### src/rtl/rx_sync_ctrl.sv
// rx_sync_ctrl: receive-side sequencer for the PRBS descrambler.
// Seeds the keystream generator, hunts for sync-word alignment on the
// incoming stream, tracks lock with hysteresis and forwards descrambled
// beats through a single output register.
module rx_sync_ctrl #(
    parameter logic [31:0] C_SYNC_WORD     = 32'hA5A5_5A5A,
    parameter int          C_LOCK_FRAMES   = 4,
    parameter int          C_UNLOCK_FRAMES = 3,
    parameter int          C_CNT_WIDTH     = 16
) (
    input  logic                   s_axi_aclk,
    input  logic                   s_axi_aresetn,
    input  logic                   i_rx_enable,
    input  logic [31:0]            i_prbs_seed,
    input  logic                   i_clr_stats,
    input  logic                   s_axis_tvalid,
    output logic                   s_axis_tready,
    input  logic                   s_axis_sof,
    input  logic [31:0]            s_axis_tdata,
    output logic                   o_prbs_load,
    output logic [31:0]            o_prbs_seed,
    output logic                   o_prbs_step,
    input  logic [31:0]            i_prbs,
    output logic                   m_axis_tvalid,
    input  logic                   m_axis_tready,
    output logic                   m_axis_sof,
    output logic [31:0]            m_axis_tdata,
    output logic                   o_locked,
    output logic [1:0]             o_state,
    output logic [C_CNT_WIDTH-1:0] o_err_count,
    output logic [C_CNT_WIDTH-1:0] o_frame_count
);

    typedef enum logic [1:0] {
        ST_IDLE  = 2'd0,
        ST_LOAD  = 2'd1,
        ST_HUNT  = 2'd2,
        ST_TRACK = 2'd3
    } state_t;

    localparam logic [3:0] LOCK_N   = 4'(C_LOCK_FRAMES);
    localparam logic [3:0] UNLOCK_N = 4'(C_UNLOCK_FRAMES);

    state_t                 state_q, state_d;
    logic [3:0]             match_cnt_q, match_cnt_d;
    logic [3:0]             miss_cnt_q, miss_cnt_d;
    logic                   seen_sof_q, seen_sof_d;
    logic [C_CNT_WIDTH-1:0] err_q, err_d, frame_q, frame_d;
    logic                   mvld_q, mvld_d, msof_q, msof_d;
    logic [31:0]            mdata_q, mdata_d;
    logic                   step;

    // Input side: only accept while hunting/tracking and the output slot can drain.
    logic ready, accept, sof_acc, match;
    assign ready   = ((state_q == ST_HUNT) || (state_q == ST_TRACK)) && i_rx_enable
                     && (!mvld_q || m_axis_tready);
    assign accept  = s_axis_tvalid && ready;
    assign sof_acc = accept && s_axis_sof;
    assign match   = ((s_axis_tdata ^ i_prbs) == C_SYNC_WORD);

    // Sequencer: next state, alignment bookkeeping and keystream stepping.
    always_comb begin
        state_d     = state_q;
        match_cnt_d = match_cnt_q;
        miss_cnt_d  = miss_cnt_q;
        seen_sof_d  = seen_sof_q;
        step        = 1'b0;
        case (state_q)
            ST_IDLE: begin
                if (i_rx_enable) begin
                    state_d     = ST_LOAD;
                    match_cnt_d = '0;
                    miss_cnt_d  = '0;
                    seen_sof_d  = 1'b0;
                end
            end
            ST_LOAD: begin
                state_d     = ST_HUNT;
                match_cnt_d = '0;
                seen_sof_d  = 1'b0;
            end
            ST_HUNT: begin
                if (sof_acc) begin
                    if (match) begin
                        step        = 1'b1;
                        seen_sof_d  = 1'b1;
                        match_cnt_d = match_cnt_q + 4'd1;
                        if (match_cnt_d == LOCK_N) begin
                            state_d    = ST_TRACK;
                            miss_cnt_d = '0;   // fresh hysteresis on every lock
                        end
                    end else begin
                        state_d = ST_LOAD;     // misaligned: reseed and retry
                    end
                end else if (accept && seen_sof_q) begin
                    step = 1'b1;               // pre-SOF junk never steps
                end
            end
            ST_TRACK: begin
                if (accept) begin
                    step = 1'b1;
                    if (s_axis_sof) begin
                        if (match) begin
                            miss_cnt_d = '0;
                        end else begin
                            miss_cnt_d = miss_cnt_q + 4'd1;
                            if (miss_cnt_d == UNLOCK_N) state_d = ST_LOAD;
                        end
                    end
                end
            end
            default: state_d = ST_IDLE;
        endcase
        if (!i_rx_enable) state_d = ST_IDLE;
    end

    // Status counters and the output beat register.
    always_comb begin
        err_d   = err_q;
        frame_d = frame_q;
        mvld_d  = mvld_q;
        msof_d  = msof_q;
        mdata_d = mdata_q;
        if (state_q == ST_IDLE && i_rx_enable) begin
            err_d   = '0;
            frame_d = '0;
        end else if (sof_acc && state_q == ST_TRACK) begin
            if (match)           frame_d = frame_q + C_CNT_WIDTH'(1);
            else if (err_q != '1) err_d  = err_q + C_CNT_WIDTH'(1);
        end
        if (i_clr_stats) begin
            err_d   = '0;
            frame_d = '0;
        end
        if (!i_rx_enable) begin
            mvld_d = 1'b0;
        end else if (accept && state_q == ST_TRACK) begin
            mvld_d  = 1'b1;
            msof_d  = s_axis_sof;
            mdata_d = s_axis_tdata ^ i_prbs;
        end else if (m_axis_tready) begin
            mvld_d = 1'b0;
        end
    end

    // State and datapath registers.
    always_ff @(posedge s_axi_aclk or negedge s_axi_aresetn) begin
        if (!s_axi_aresetn) begin
            state_q     <= ST_IDLE;
            match_cnt_q <= '0;
            miss_cnt_q  <= '0;
            seen_sof_q  <= 1'b0;
            err_q       <= '0;
            frame_q     <= '0;
            mvld_q      <= 1'b0;
            msof_q      <= 1'b0;
            mdata_q     <= '0;
        end else begin
            state_q     <= state_d;
            match_cnt_q <= match_cnt_d;
            miss_cnt_q  <= miss_cnt_d;
            seen_sof_q  <= seen_sof_d;
            err_q       <= err_d;
            frame_q     <= frame_d;
            mvld_q      <= mvld_d;
            msof_q      <= msof_d;
            mdata_q     <= mdata_d;
        end
    end

    assign s_axis_tready = ready;
    assign o_prbs_step   = step;
    assign o_prbs_load   = (state_q == ST_LOAD);
    assign o_prbs_seed   = (state_q == ST_LOAD) ? i_prbs_seed : 32'd0;
    assign m_axis_tvalid = mvld_q;
    assign m_axis_sof    = msof_q;
    assign m_axis_tdata  = mdata_q;
    assign o_locked      = (state_q == ST_TRACK);
    assign o_state       = state_q;
    assign o_err_count   = err_q;
    assign o_frame_count = frame_q;

endmodule
### config.mk
export PLATFORM = sky130hd
export DESIGN_NAME = rx_sync_ctrl
export DESIGN_NICKNAME = d
export VERILOG_FILES = /design/src/rtl/rx_sync_ctrl.sv
export SDC_FILE = /design/constraint.sdc
export NUM_CORES = 1
export LEC_CHECK = 0
export ABC_AREA = 1
export BUFFER_PORTS_ARGS = -buffer_cell sky130_fd_sc_hd__buf_2
export CORE_UTILIZATION = 34
export DETAILED_ROUTE_END_ITERATION = 8
export PLACE_DENSITY_LB_ADDON = 0.08
export SYNTH_ARGS = -nofsm -noshare
export SYNTH_HDL_FRONTEND = slang
export SYNTH_SLANG_ARGS = --single-unit
### constraint.sdc
create_clock -name s_axi_aclk -period 2.2 [get_ports s_axi_aclk]
set_input_delay 0.22 -clock s_axi_aclk [delete_from_list [all_inputs] [get_ports s_axi_aclk]]
set_output_delay 0.22 -clock s_axi_aclk [all_outputs]
set_load 0.05 [all_outputs]
# == Word level (Yosys, flattened, before mapping) ==
# Index checks and enable logic that the tools add are counted.
# classes
n_addsub,4
eq_ne,21
n_mux,42
bitwise_logic,1
n_reduce_logical,23
# ops
operator,n
$mux 16,9
$mux 4,9
$add 16x1->16 const B,2
$eq 32x32->1 const B,1
$mux 32,1
$xor 32x32->32,1
$pmux 4 s3,2
$mux 2,8
$ne 16x16->1 const B,1
$reduce_bool 3->1,5
$mux 1,10
$ne 3x2->1 const B,3
$ne 3x3->1 const B,3
$add 4x1->4 const B,2
$logic_and 1x1->1,8
$ne 2x2->1 const B,4
$pmux 2 s4,1
$reduce_and 7->1,1
$reduce_and 6->1,1
$eq 2x2->1 const B,2
$eq 4x2->1 const B,1
$eq 4x3->1 const B,1
$ne 2x1->1 const B,2
$ne 4x3->1 const B,1
10 further kinds,12
# totals
regBits,77
inputBits,103
out_inout_bits,104
wordCells,100

# == Longest topological paths before layout ==
# depth
word_depth,10
mapped_depth,15
depth_no_buf,14

# == Worst setup path before layout ==
# Ideal clock, no wire load.
# synth_path
path_type,reg2out
startpoint,"register state_q[1], in the netlist o_state[1]"
endpoint,output port o_prbs_step
arrival_time_ns,2.487
path_slack_ns,-0.507
path_stages_with_launch,9
path_buffers,1
cell_sequence,dfrtp_1 > ha_1 > nor2_1 > nor2_1 > nand2_1 > nor2_4 > nand2_2 > clkbuf_1 > nand2_1
# synth_between
elab_chain_len,9
word_cells_on_any_way,12
classes_between,eq/ne: 2; mux: 4; reduce/logical: 6
# synth_lines
element,line,rtl
"start, declared",44,"state_t state_q, state_d;"
"start signal, assigned",159,state_q <= state_d;
$eq 2x2->1 (*),--,
net o_locked,28,"output logic o_locked,"
$logic_or 1x1->1,55,assign ready = ((state_q == ST_HUNT) || (state_q == ST_TRACK)) && i_rx_enable
$logic_and 1x1->1,55,
$logic_and 1x1->1,56,&& (!mvld_q || m_axis_tready);
$logic_and 1x1->1,57,assign accept = s_axis_tvalid && ready;
$logic_and 1x1->1,95,end else if (accept && seen_sof_q) begin
$mux 1,95,
$mux 1,83,if (sof_acc) begin
$pmux 1 s2 (*),68,case (state_q)
"end, declared",22,"output logic o_prbs_step,"
# The timed path passes the listed nets; every way through them passes the cells marked *.

# == Worst setup path in the final report ==
# layout_path
startpoint,"register state_q[0], in the netlist o_state[0]"
endpoint,output port o_prbs_step
# layout_between
elab_chain_len,9
word_cells_on_any_way,12
classes_between,eq/ne: 2; mux: 4; reduce/logical: 6
# layout_lines
element,line
$eq 2x2->1,"55, 68"
$logic_or 1x1->1,55
$logic_and 1x1->1,55
$logic_and 1x1->1,56
$logic_and 1x1->1,57
$logic_and 1x1->1,95
$mux 1,95
$mux 1,83
$pmux 1 s2 (*),68
# Mark *: on every way between the ends. The rest lies on a longest branch, timed or not.

==> flow_summary_export.csv <==
group,metric,value,unit
setup_path,startpoint,"o_state[0]",
sta,maxSlewHeadroom,70.9,%
power_and_ir_drop,swShare,32.2,%
setup_path,cpMostUsedCell,"nand2_1",
setup_path,crit_path_end_kind,"output pin",
routing,drc,0,
sta,fin_tns_setup,0,ns
clock_tree,clock_sinks,77,
grt,met1_usage,25.4,%
clock_tree,clkSlewWorstSetupHoldPaths,0.06,ns
yosys,synth_warnings,0,
yosys,synth.distinct_cells,28,
setup_path,cp_cell_sequence,"inv_2 -> ha_4 -> nor2_2 -> nor2_2 -> nand2_2 -> nor2_4 -> nand2_2 -> inv_2 -> nand3_2 -> nand2_1 -> nand2_1 -> nand2_1 -> buf_6",
layout,antenna_cells,0,
setup_path,max_stage_delay,0.43,ns
yosys,ys_seq_area_share,36.5,%
sta,setup_viol,0,
layout,area_growth,35.7,%
grt,grt_pass1_wl,25.5,mm
clock_tree,insertion_delay,0.34,ns
sta,worstMarginPinSlew,0.432,ns
clock_tree,cts_tree,"yes",
setup_path,cp_top_family,"simple AND/OR/NAND/NOR gates",
grt,grt_max_degree,38,
grt,met2_usage,33.2,%
sta,finalHoldViolCount,0,
placed_design,place_congestion,0.824,
routing,wire_per_inst,12.2,µm
sta,setup_ws,0.0702,ns
power_and_ir_drop,combPwrFrac,24.0,%
power_and_ir_drop,p_seq_share,36.6,%
routing,wirelength,15.5,mm
flow_run,drv_cap,0,
grt,grt_pass1_vias,5284,
sta,fin_crit,2.13,ns
sta,rsz0062_at_grt,"yes",
power_and_ir_drop,p_per_area,555,nW/µm²
min_path,hp-class,"primary input to register",
placed_design,post-place-ws,0.115,ns
setup_path,critPathSlowestCell,"dfrtp_2",
sta,timing.fmax,470,MHz
sta,finalCritPeriodShare,96.8,%
power_and_ir_drop,p_int,2.69,mW
layout,final_cells,1273,
yosys,syn_area,5280,µm²
clock_tree,numCtsBuffers,9,
setup_path,path_buf_inv,3,
floorplan,initial_core_util,34.7,%
yosys,synth_area_per_cell,6.27,µm²
grt,grt.busiest_layer,"met2",
grt,grt_usage,20.0,%
grt,use_met3,3.16,%
grt,grt_remaining_overflow,0,
floorplan,die_w,127,µm
yosys,ys_ff_latch,77,
power_and_ir_drop,p_leak,4.34,nW
sta,slew_viol_final,0,
setup_path,setup.worst_path.start_class,"register",
floorplan,row_count,45,
yosys,syn-num-nets,955,
layout,drive_above_1_share,26.5,%
layout,num-nets-final,1193,
setup_path,critical_path_class,"register to output pin",
floorplan,die_y,127,µm
routing,drt_iter0_drc,263,
floorplan,ios,207,
run_status,status,"finished clean",
clock_tree,clockBufferDepth,2,
setup_path,critPathRequiredTime,1.98,ns
placed_design,dp_hpwl,12.1,mm
yosys,synthCells,842,
power_and_ir_drop,p_sw,1.28,mW
min_path,hold_path_startpoint,"i_rx_enable",
routing,dr.pass1.iters,5,
clock_tree,htree_levels,3,
clock_tree,cts-root-buf,"clkbuf_16",
placed_design,io_buffer_count,206,
sta,finClkSkew,0.00574,ns
routing,vias,5812,
floorplan,core_region_area,15200,µm²
routing,viasPerCell,4.57,
power_and_ir_drop,max-vdd-ir-drop,391,µV
routing,ant_nets,0,
yosys,yosysTopAreaCell,"dfrtp_1",
setup_path,arrival,1.91,ns
setup_path,r2r-start,"o_state[0]",
power_and_ir_drop,p_clk_share,39.5,%
yosys,ys_top_cells_by_area,"dfrtp_1 (36%), nand2_1 (25%), inv_1 (9.3%)",
yosys,synth_top_cell_area_share,36.5,%
floorplan,die-area,16000,µm²
placed_design,dp.cells,1244,
setup_path,cp_max_fo,3,
grt,grt_antenna_before_repair,0,
==> final timing paths <==
check                           depth (start not counted)  slack (ns)                to
worst max-delay path                                   13        0.07       o_prbs_step
worst min-delay path                                    3        0.16        o_state[1]
worst max register to register                         12        0.15   o_err_count[13]
worst min register to register                          2        0.48  m_axis_tdata[23]
max in group asynchronous                               3        1.21     miss_cnt_q[1]
min in group asynchronous                               2        0.36  o_frame_count[6]
==> layer usage <==
layer / part of all wire, % / vias to the layer above
met3: 4.5 / 22
met2: 48 / 156
met1: 45 / 2580
li1: - / 3054
met5: 0 / -
met4: 2.5 / 0
==> power groups by stage <==
stage / sequential [mW] / clock (mW) / combinational (mW)
4_1_cts: 1.45 / 1.62 / 0.948
6_report: 1.45 / 1.57 / 0.953
3_5_place_dp: 1.48 / 0 / 0.924
5_1_grt: 1.45 / 1.66 / 1.04
3_3_place_gp: 1.48 / 0 / 0.927
2_1_floorplan: 1.53 / 0 / 0.528
==> cell usage in the layout, fill, tap and decap left out, types with 19 or more instances in the layout <==
master / instances
inv_1: 130
o21ai_1: 22
buf_4: 40
o21ai_0: 19
nor2_1: 77
nand2_1: 347
dfrtp_1: 75
buf_2: 204
nand3_1: 41
nor3_1: 26
==> through the flow <==
stage	utilization [%]	area (µm²)	hold WS (ns)	total power, mW
2_1_floorplan	-	5300	-0.0756	2.06
3_3_place_gp	44.1	6710	0.197	2.41
3_5_place_dp	44.1	6710	0.198	2.40
4_1_cts	46.7	7110	0.156	4.02
5_1_grt	47.1	7160	0.179	4.16
6_report	47.1	7160	0.163	3.98
==> worst reg2reg max path, delay by kind of cell (launching register included) <==
kind	cells	cell delay [ns]
buffers and inverters	6	0.75
AND/OR/NAND/NOR	5	0.58
flip-flops	1	0.40
adder cells (fa/ha/maj)	1	0.22
==> synthesized netlist by cell type (all sizes together) <==
library cell  instances
ha                   10
nand4                16
inv                 134
o21ai                41
o21a                  1
nor3                 27
buf                   4
or2                   3
nand3b                4
nand2               354
nor4                  7
a21oi                 5
xor2                 16
nor2                 80
xnor2                 3
dfrtp                77
a21boi                1
clkbuf               17
nand3                42
==> state kept, by name, indices dropped and copies added (netlist names) <==
name           cells
seen_sof_q         1
o_frame_count     16
m_axis_tdata      32
o_state            2
m_axis_sof         1
match_cnt_q        4
m_axis_tvalid      1
miss_cnt_q         4
o_err_count       16
==> kinds of logic (layout without fill, tap and decap cells) <==
group                      after synthesis  count (layout)  share of synthesized area, %
AOI/OAI and AO/OA                       48              48                          4.86
and+or+nand+nor                        533             533                          41.7
adders and majority gates               10              10                          2.37
DFF                                     77              77                          36.5
xor gates and xnor gates                19              19                          3.15
buffers and inverters                  155             398                          11.4
==> area by class of cell <==
type                            count  area, µm²
Clock buffer                       13        270
Clock inverter                      3       42.5
Fill cell                        1621       8040
Inverter                          134        503
Multi-Input combinational cell    610       2800
Sequential cell                    77       1930
Tap cell                          188        235
Timing Repair Buffer              248       1380
==> timing repair <==
action	4_1_cts	5_1_grt
hold buffers	1	0
setup buffers	7	5
pin swaps	3	6
resized for setup	5	5
hold endpoints to repair	30	0
setup endpoints to repair	1	20
Note: power is estimated with default switching activity, not from simulation.
